File: src/rtl/vco_adc_pkg.sv
// Shared definitions for the VCO-based ADC back-end: FSM states, parameter
// defaults and the counter width helper.
package vco_adc_pkg;

    typedef enum logic [1:0] {
        ST_IDLE   = 2'd0,
        ST_SETTLE = 2'd1,
        ST_COUNT  = 2'd2
    } state_t;

    localparam int OSR_DEF        = 256;
    localparam int SETTLE_CYC_DEF = 4;
    localparam int DATA_W_DEF     = 16;

    // Bits needed for a counter that runs 0..n-1; never narrower than one bit.
    function automatic int cnt_w(input int n);
        return (n <= 2) ? 1 : $clog2(n);
    endfunction

endpackage

File: src/rtl/sync_edge_det.sv
// Two-flop synchronizer for an asynchronous single-bit input, followed by a
// history flop that flags rising edges of the synchronized signal.
module sync_edge_det (
    input  logic clk,
    input  logic rst_n,
    input  logic p,
    output logic p_sync,
    output logic rise
);

    logic s1, s2, s3;

    always_ff @(posedge clk or negedge rst_n) begin
        if (!rst_n) begin
            s1 <= 1'b0;
            s2 <= 1'b0;
            s3 <= 1'b0;
        end else begin
            s1 <= p;
            s2 <= s1;
            s3 <= s2;
        end
    end

    assign p_sync = s2;
    assign rise   = s2 & ~s3;

endmodule

File: src/rtl/vco_edge_decoder.sv
// VCO phase edge counter: enables the VCO, counts rising edges of p over
// OSR-cycle windows and hands each count out over a valid/ready port.
module vco_edge_decoder
    import vco_adc_pkg::*;
#(
    parameter int OSR        = OSR_DEF,
    parameter int SETTLE_CYC = SETTLE_CYC_DEF,
    parameter int DATA_W     = DATA_W_DEF
) (
    input  logic              clk,
    input  logic              rst_n,
    input  logic              en,
    input  logic              p,
    output logic              vco_enb,
    output logic [DATA_W-1:0] sample_data,
    output logic              sample_valid,
    input  logic              sample_ready,
    output logic              overrun,
    input  logic              clr_ovr,
    output logic              busy
);

    localparam int WW = cnt_w(OSR);
    localparam int SW = cnt_w(SETTLE_CYC);
    localparam logic [WW-1:0]     W_LAST = WW'(OSR - 1);
    localparam logic [SW-1:0]     S_LAST = SW'(SETTLE_CYC - 1);
    localparam logic [DATA_W-1:0] E_MAX  = '1;

    state_t            state, state_next;
    logic [WW-1:0]     w;
    logic [SW-1:0]     scnt;
    logic [DATA_W-1:0] e, e_final;
    logic              rise;
    logic              vco_enb_d, busy_d;
    logic              window_end, xfer, load;

    // Synchronized level is not needed here; only the edge strobe is counted.
    sync_edge_det u_sync (
        .clk    (clk),
        .rst_n  (rst_n),
        .p      (p),
        .p_sync (),
        .rise   (rise)
    );

    always_ff @(posedge clk or negedge rst_n) begin
        if (!rst_n) state <= ST_IDLE;
        else        state <= state_next;
    end

    always_comb begin
        state_next = state;
        case (state)
            ST_IDLE:   if (en) state_next = ST_SETTLE;
            ST_SETTLE: if (!en) state_next = ST_IDLE;
                       else if (scnt == S_LAST) state_next = ST_COUNT;
            ST_COUNT:  if (!en) state_next = ST_IDLE;
            default:   state_next = ST_IDLE;
        endcase
    end

    // Decoded from the next state so the registered outputs line up with it.
    always_comb begin
        vco_enb_d = (state_next == ST_IDLE);
        busy_d    = (state_next != ST_IDLE);
    end

    assign e_final    = (rise && e != E_MAX) ? e + 1'b1 : e;
    assign window_end = (state == ST_COUNT) && en && (w == W_LAST);
    assign xfer       = sample_valid & sample_ready;
    assign load       = window_end && (!sample_valid || sample_ready);

    always_ff @(posedge clk or negedge rst_n) begin
        if (!rst_n) begin
            scnt <= '0;
            w    <= '0;
            e    <= '0;
        end else begin
            scnt <= (state == ST_SETTLE) ? scnt + 1'b1 : '0;
            if (state == ST_COUNT) begin
                if (w == W_LAST) begin
                    w <= '0;
                    e <= '0;
                end else begin
                    w <= w + 1'b1;
                    e <= e_final;
                end
            end else begin
                w <= '0;
                e <= '0;
            end
        end
    end

    always_ff @(posedge clk or negedge rst_n) begin
        if (!rst_n) begin
            vco_enb      <= 1'b1;
            busy         <= 1'b0;
            sample_data  <= '0;
            sample_valid <= 1'b0;
            overrun      <= 1'b0;
        end else begin
            vco_enb <= vco_enb_d;
            busy    <= busy_d;
            if (load) begin
                sample_data  <= e_final;
                sample_valid <= 1'b1;
            end else if (xfer) begin
                sample_valid <= 1'b0;
            end
            // A drop in the same cycle as a clear leaves the flag set.
            if (window_end && !load) overrun <= 1'b1;
            else if (clr_ovr)        overrun <= 1'b0;
        end
    end

endmodule

File: config.mk
export PLATFORM = sky130hd
export DESIGN_NAME = vco_edge_decoder
export DESIGN_NICKNAME = d
export VERILOG_FILES = /design/src/rtl/vco_adc_pkg.sv /design/src/rtl/sync_edge_det.sv /design/src/rtl/vco_edge_decoder.sv
export SDC_FILE = /design/constraint.sdc
export NUM_CORES = 1
export LEC_CHECK = 0
export ABC_AREA = 1
export ABC_CLOCK_PERIOD_IN_PS = 2200
export CORE_MARGIN = 3
export CORE_UTILIZATION = 44
export CTS_BUF_LIST = sky130_fd_sc_hd__clkbuf_16
export CTS_CLUSTER_SIZE = 14
export DETAILED_ROUTE_END_ITERATION = 8
export PLACE_DENSITY = 0.66
export RECOVER_POWER = 50
export SLEW_MARGIN = 40
export SYNTH_ARGS = -nofsm -noshare
export SYNTH_HDL_FRONTEND = slang
export SYNTH_SLANG_ARGS = --single-unit
File: constraint.sdc
create_clock -name clk -period 2.2 [get_ports clk]
set_input_delay 0.44 -clock clk [delete_from_list [all_inputs] [get_ports clk]]
set_output_delay 0.44 -clock clk [all_outputs]
set_load 0.05 [all_outputs]
# Word level (Yosys, flattened, before mapping)
# Index checks and enable logic that the tools add are counted.
[word_totals] reg_bits=51 out_inout_bits=20
[op_classes] n_mux=15 n_reduce_logical=13 bitwise_logic=3 eq_ne=5 n_addsub=3
[op_table] op="$mux W16" n=3
[op_table] op="$add A16 B1 Y16 const B" n=1
[op_table] op="$mux W8" n=2
[op_table] op="$ne A16 B16 Y1 const B" n=1
[op_table] op="$mux W2" n=5
[op_table] op="$add A8 B1 Y8 const B" n=1
[op_table] op="$eq A8 B8 Y1 const B" n=1
[op_table] op="$pmux W2 S3" n=1
[op_table] op="$reduce_bool A2 Y1" n=3
[op_table] op="$logic_and A1 B1 Y1" n=5
[op_table] op="$eq A2 B2 Y1 const B" n=2
[op_table] op="$logic_not A2 Y1" n=2
[op_table] op="$mux W1" n=4
[op_table] op="$add A2 B1 Y2 const B" n=1
[op_table] op="$and A1 B1 Y1" n=2
[op_table] op="$eq A2 B1 Y1 const B" n=1
[op_table] op="$logic_not A1 Y1" n=2
[op_table] op="$logic_or A1 B1 Y1" n=1
[op_table] op="$not A1 Y1" n=1

# Longest topological paths before layout
[logic_depth] depth_word=7 ltp_mapped=11 ltp_nobuf=10

# Modules after synthesis
# From an unflattened synthesis, not the netlist that was laid out.
[hier_totals] cells_unflattened=311 hier_area_um2=2542.4
[modules_own_cells] mod="vco_edge_decoder" area_each_um2=2457.4 instances=1 cells_each=306 seq_area_each_um2=1202.4
[modules_own_cells] mod="sync_edge_det" area_each_um2=85.1 instances=1 cells_each=5 seq_area_each_um2=75.1

# Least setup slack after synthesis
# OpenSTA, ideal clock, no wires.
[synth_path] kind="register to register" from="reg e[0]" to="reg sample_data[0]" required_time_ns=2.082 path_slack_ns=0.658 period_less_slack_ns=1.542 path_stages_with_launch=10 path_buffers=0 t_arrival_ns=1.424 path_cell_list="dfrtp_1 > ha_1 > nand2_1 > nor2_4 > nand2_4 > nor2_1 > nor2_1 > nand2_1 > nand3_1 > nand2_1"
[synth_between] elab_chain_cells=3
[synth_lines] element="start, declared" line_no="vco_edge_decoder.sv:32" rtl="logic [DATA_W-1:0] e, e_final;"
[synth_lines] element="start signal, assigned" line_no="vco_edge_decoder.sv:86" rtl="e <= e_final;"
[synth_lines] element="branches (longest 2 deep; another with $add A16 B1 Y16)"
[synth_lines] element="$mux W16 (*)" line_no="vco_edge_decoder.sv:68" rtl="assign e_final = (rise && e != E_MAX) ? e + 1'b1 : e;"
[synth_lines] element="end signal, assigned" line_no="vco_edge_decoder.sv:106" rtl="sample_data <= e_final;"
[synth_lines] element="end, declared" line_no="vco_edge_decoder.sv:15" rtl="output logic [DATA_W-1:0] sample_data,"
# Mark *: on every way between the ends.
# A chain may end at the register's enable or synchronous reset.

# Worst setup path in the final report
[layout_path] from="reg vco_enb" to="out vco_enb"
[layout_lines] element="start, declared" line_no="vco_edge_decoder.sv:14" rtl="output logic vco_enb,"
[layout_lines] element="start signal, assigned" line_no="vco_edge_decoder.sv:103" rtl="vco_enb <= vco_enb_d;"
# No word-level cell between the ends.

==> metrics <==
status complete, no violations; reg2reg end sample_data[0]; num ports 26; Root Buffer clkbuf_16; initial antenna violation count 0; fin crit period 2.03 ns; die height 81.7 um; delay-heaviest family, CP buffers and inverters; Commonest cells post-synth 121 x nand2_1, 50 x dfrtp_1, 37 x nor2_1; RSZ-0062 raised after global routing false; Slew headroom 0.339; Worst R2R Setup Slack 0.46 ns; Worst-Margin Slew roughly 0.99 ns; ys flop type dfrtp_1; H-tree level count 2; part of the power in registers 0.543; critical path startpoint vco_enb; Worst-path clk slew 0.06 ns; post-synthesis mux area share 0; switch share 0.213; R2R depth 10; core area 5340 um2; Final period util 0.923; Placer Congestion between 0.8 and 0.9; WL/cell 11.5 um; Hold-fix buffers, CTS 0; Num CTS Buffers 5; Synthesized Nets 328; max frequency 493 MHz; 1st-iter DRT viols 97; cell internal pwr between 1000 and 1500 uW; cell with the most instances after synthesis nand2_1; diode count 0; Clock Power Share 0.413; post-DR vias/cell 4.66; Clk Latency, worst-skew pair roughly 0.28 ns; P per Cell Area around 600 nW/um2; Post-DP Area 2870 um2; area leader, netlist dfrtp_1; CP Max Fanout 1; clock sink count 51; IO Port Bufs 25; Slew Limit Fails 0; Static Leak between 0.001 and 0.0015 uW; Nets 360; Total GRT Usage 0.167; via count 1965; Post-synth EDFFs 0; Net Sw Power ~380 uW; TritonCTS clock tree done; drt first pass iters 5; vias in the first global route between 2000 and 2500; final worst slack 0.170 ns; Crit. End Element output pin; setup tns final 0 ns; layout cells sized above 1 0.0739; Peak VDD IR 0.424 mV; PostCTS Resize Cnt 0; #FFs+latches synth 51; Area Growth Syn to Fin 18.6%; Synth cell types 29; worst min path class in2async; post-place setup slack 0.371 ns; combinational share of power 0.045; xor and xnor area share after synthesis 0.0278; post-synthesis cell count 319; Critical Path Stages 1; row cnt 26; final hold violations 0; Critical Path Slowest Stage Cell clkdlybuf4s50_1; largest net degree at the start of global routing 24; WP buf/inv 1; Fin Clk Skew a little over 0.005 ns; DIE AREA approximately 6700 um2; first-pass GRT wire length between 8000 and 9000 um; Post-Route WL 4850 um; reported max-cap violation count 0; largest family of logic cells by synthesized area simple AND/OR/NAND/NOR gates; Final Cell Area 2990 um2; synthesized cell area 2520 um2; ys async rst share 1.00; CP Data Arrival Time between 1.5 and 2 ns; Starting Density 0.473; Post-CTS Setup Inserts 0; R2R Path Start e[0]; Die Wd a little over 80 um; overall power 1770 uW; crit path kind reg2out; top-area cell type share of the netlist area 0.496; Req. time, crit path ~1.8 ns; Adder-Cell Fraction of Synth Area 0.0149; Antenna Violating Nets Remaining 0; Final setup viols 0; placed cells 414; cells along the critical path clkdlybuf4s50_1; ranking of synthesized cells by area dfrtp_1 50%, nand2_1 18%, nor2_1 5.5%, inv_1 5.2%, nand3_1 4.6%; post-synthesis simple-gate area fraction 0.351; slowest cell delay on critical path 0.79 ns; Clock Path Buffers 2; sequential area share after synthesis 0.506; synth warn 0; GRT Residual Overflow 0; compound-cell area share of the yosys netlist 0.0293; Critical Path Start Type flip-flop; hpwl dp about 3600 um; Critical Path Sink vco_enb; Finished Layout Cells ~420; DR DRC count 0; Avg Cell Area, Syn 7.91 um2
[registers in the layout, summed over array words and instances (netlist names)]
register / flops
overrun: 1
busy: 1
u_sync.p_sync: 1
state: 2
u_sync.s1: 1
sample_data: 16
u_sync.s3: 1
w: 8
sample_valid: 1
vco_enb: 1
e: 16
scnt: 2
[logic make-up after synthesis]
| group | count (synthesis) |
|---|---|
| adder cells (fa/ha/maj) | 3 |
| AND/OR/NAND/NOR | 202 |
| AO/OA/AOI/OAI | 12 |
| buffers and inverters | 43 |
| flip-flops | 51 |
| XOR/XNOR | 8 |
[power groups by stage]
stage / combinational, uW / sequential [uW] / clock (uW)
detailed placement: 86.1 / 976 / 0
CTS: 86.1 / 958 / 754
global route: 90.8 / 960 / 798
global placement: 85.2 / 975 / 0
finish: 78.9 / 958 / 729
floorplan: 26.0 / 987 / 0
[metrics by stage]
stage	hold WS (ns)	utilization
2_1_floorplan	0.144	-
3_3_place_gp	0.337	0.538
3_5_place_dp	0.345	0.538
4_1_cts	0.0954	0.564
5_1_grt	0.338	0.561
6_report	0.254	0.561
[layout by cell type (no fill, tap or decap)]
cell             instances
nand4_1                  4
inv_1                   35
dlygate4sd3_1            2
clkbuf_1                 2
a21oi_1                  9
buf_4                    3
clkdlybuf4s50_1         22
dfrtp_1                 50
o22ai_1                  2
clkbuf_16                5
dfstp_2                  1
ha_1                     3
nand2_1                121
nand3_2                  1
nand4_2                  1
dlymetal6s2s_1           1
nand3b_1                 1
clkinv_1                 3
nor2_1                  38
and3_1                   1
nor3b_1                  1
nand2_2                  5
nor2_4                   2
clkinvlp_4               1
nand3_1                 23
xnor2_1                  1
nor2_8                   1
inv_2                    2
o21ai_4                  1
nor3_2                   1
nor2_2                   1
nand2_4                  1
xor2_1                   7
[routing by layer]
layer  global-route usage  share of wire
met4               0.0349         0.0043
met1                0.210           0.47
met3               0.0329          0.031
met5                    0              0
met2                0.295           0.50
[cell type report]
class	count	area, um2
Clock inverter	3	15.0
Fill cell	503	2340
Clock buffer	5	125
Sequential cell	51	1280
Tap cell	70	87.6
Timing Repair Buffer	30	283
Multi-Input combinational cell	225	1060
Inverter	38	143
[how the worst min path moves through the flow]
stage	from	cells after the start	end	slack, ns
4_1_cts	rst_n	1	sample_data[7]	0.1
5_1_grt	rst_n	1	u_sync.p_sync	0.34
3_5_place_dp	u_sync.s1	0	u_sync.p_sync	0.35
2_1_floorplan	rst_n	0	busy	0.14
3_3_place_gp	u_sync.s1	0	u_sync.p_sync	0.34
6_report	rst_n	1	u_sync.p_sync	0.25
Note: power is estimated with default switching activity, not from simulation.
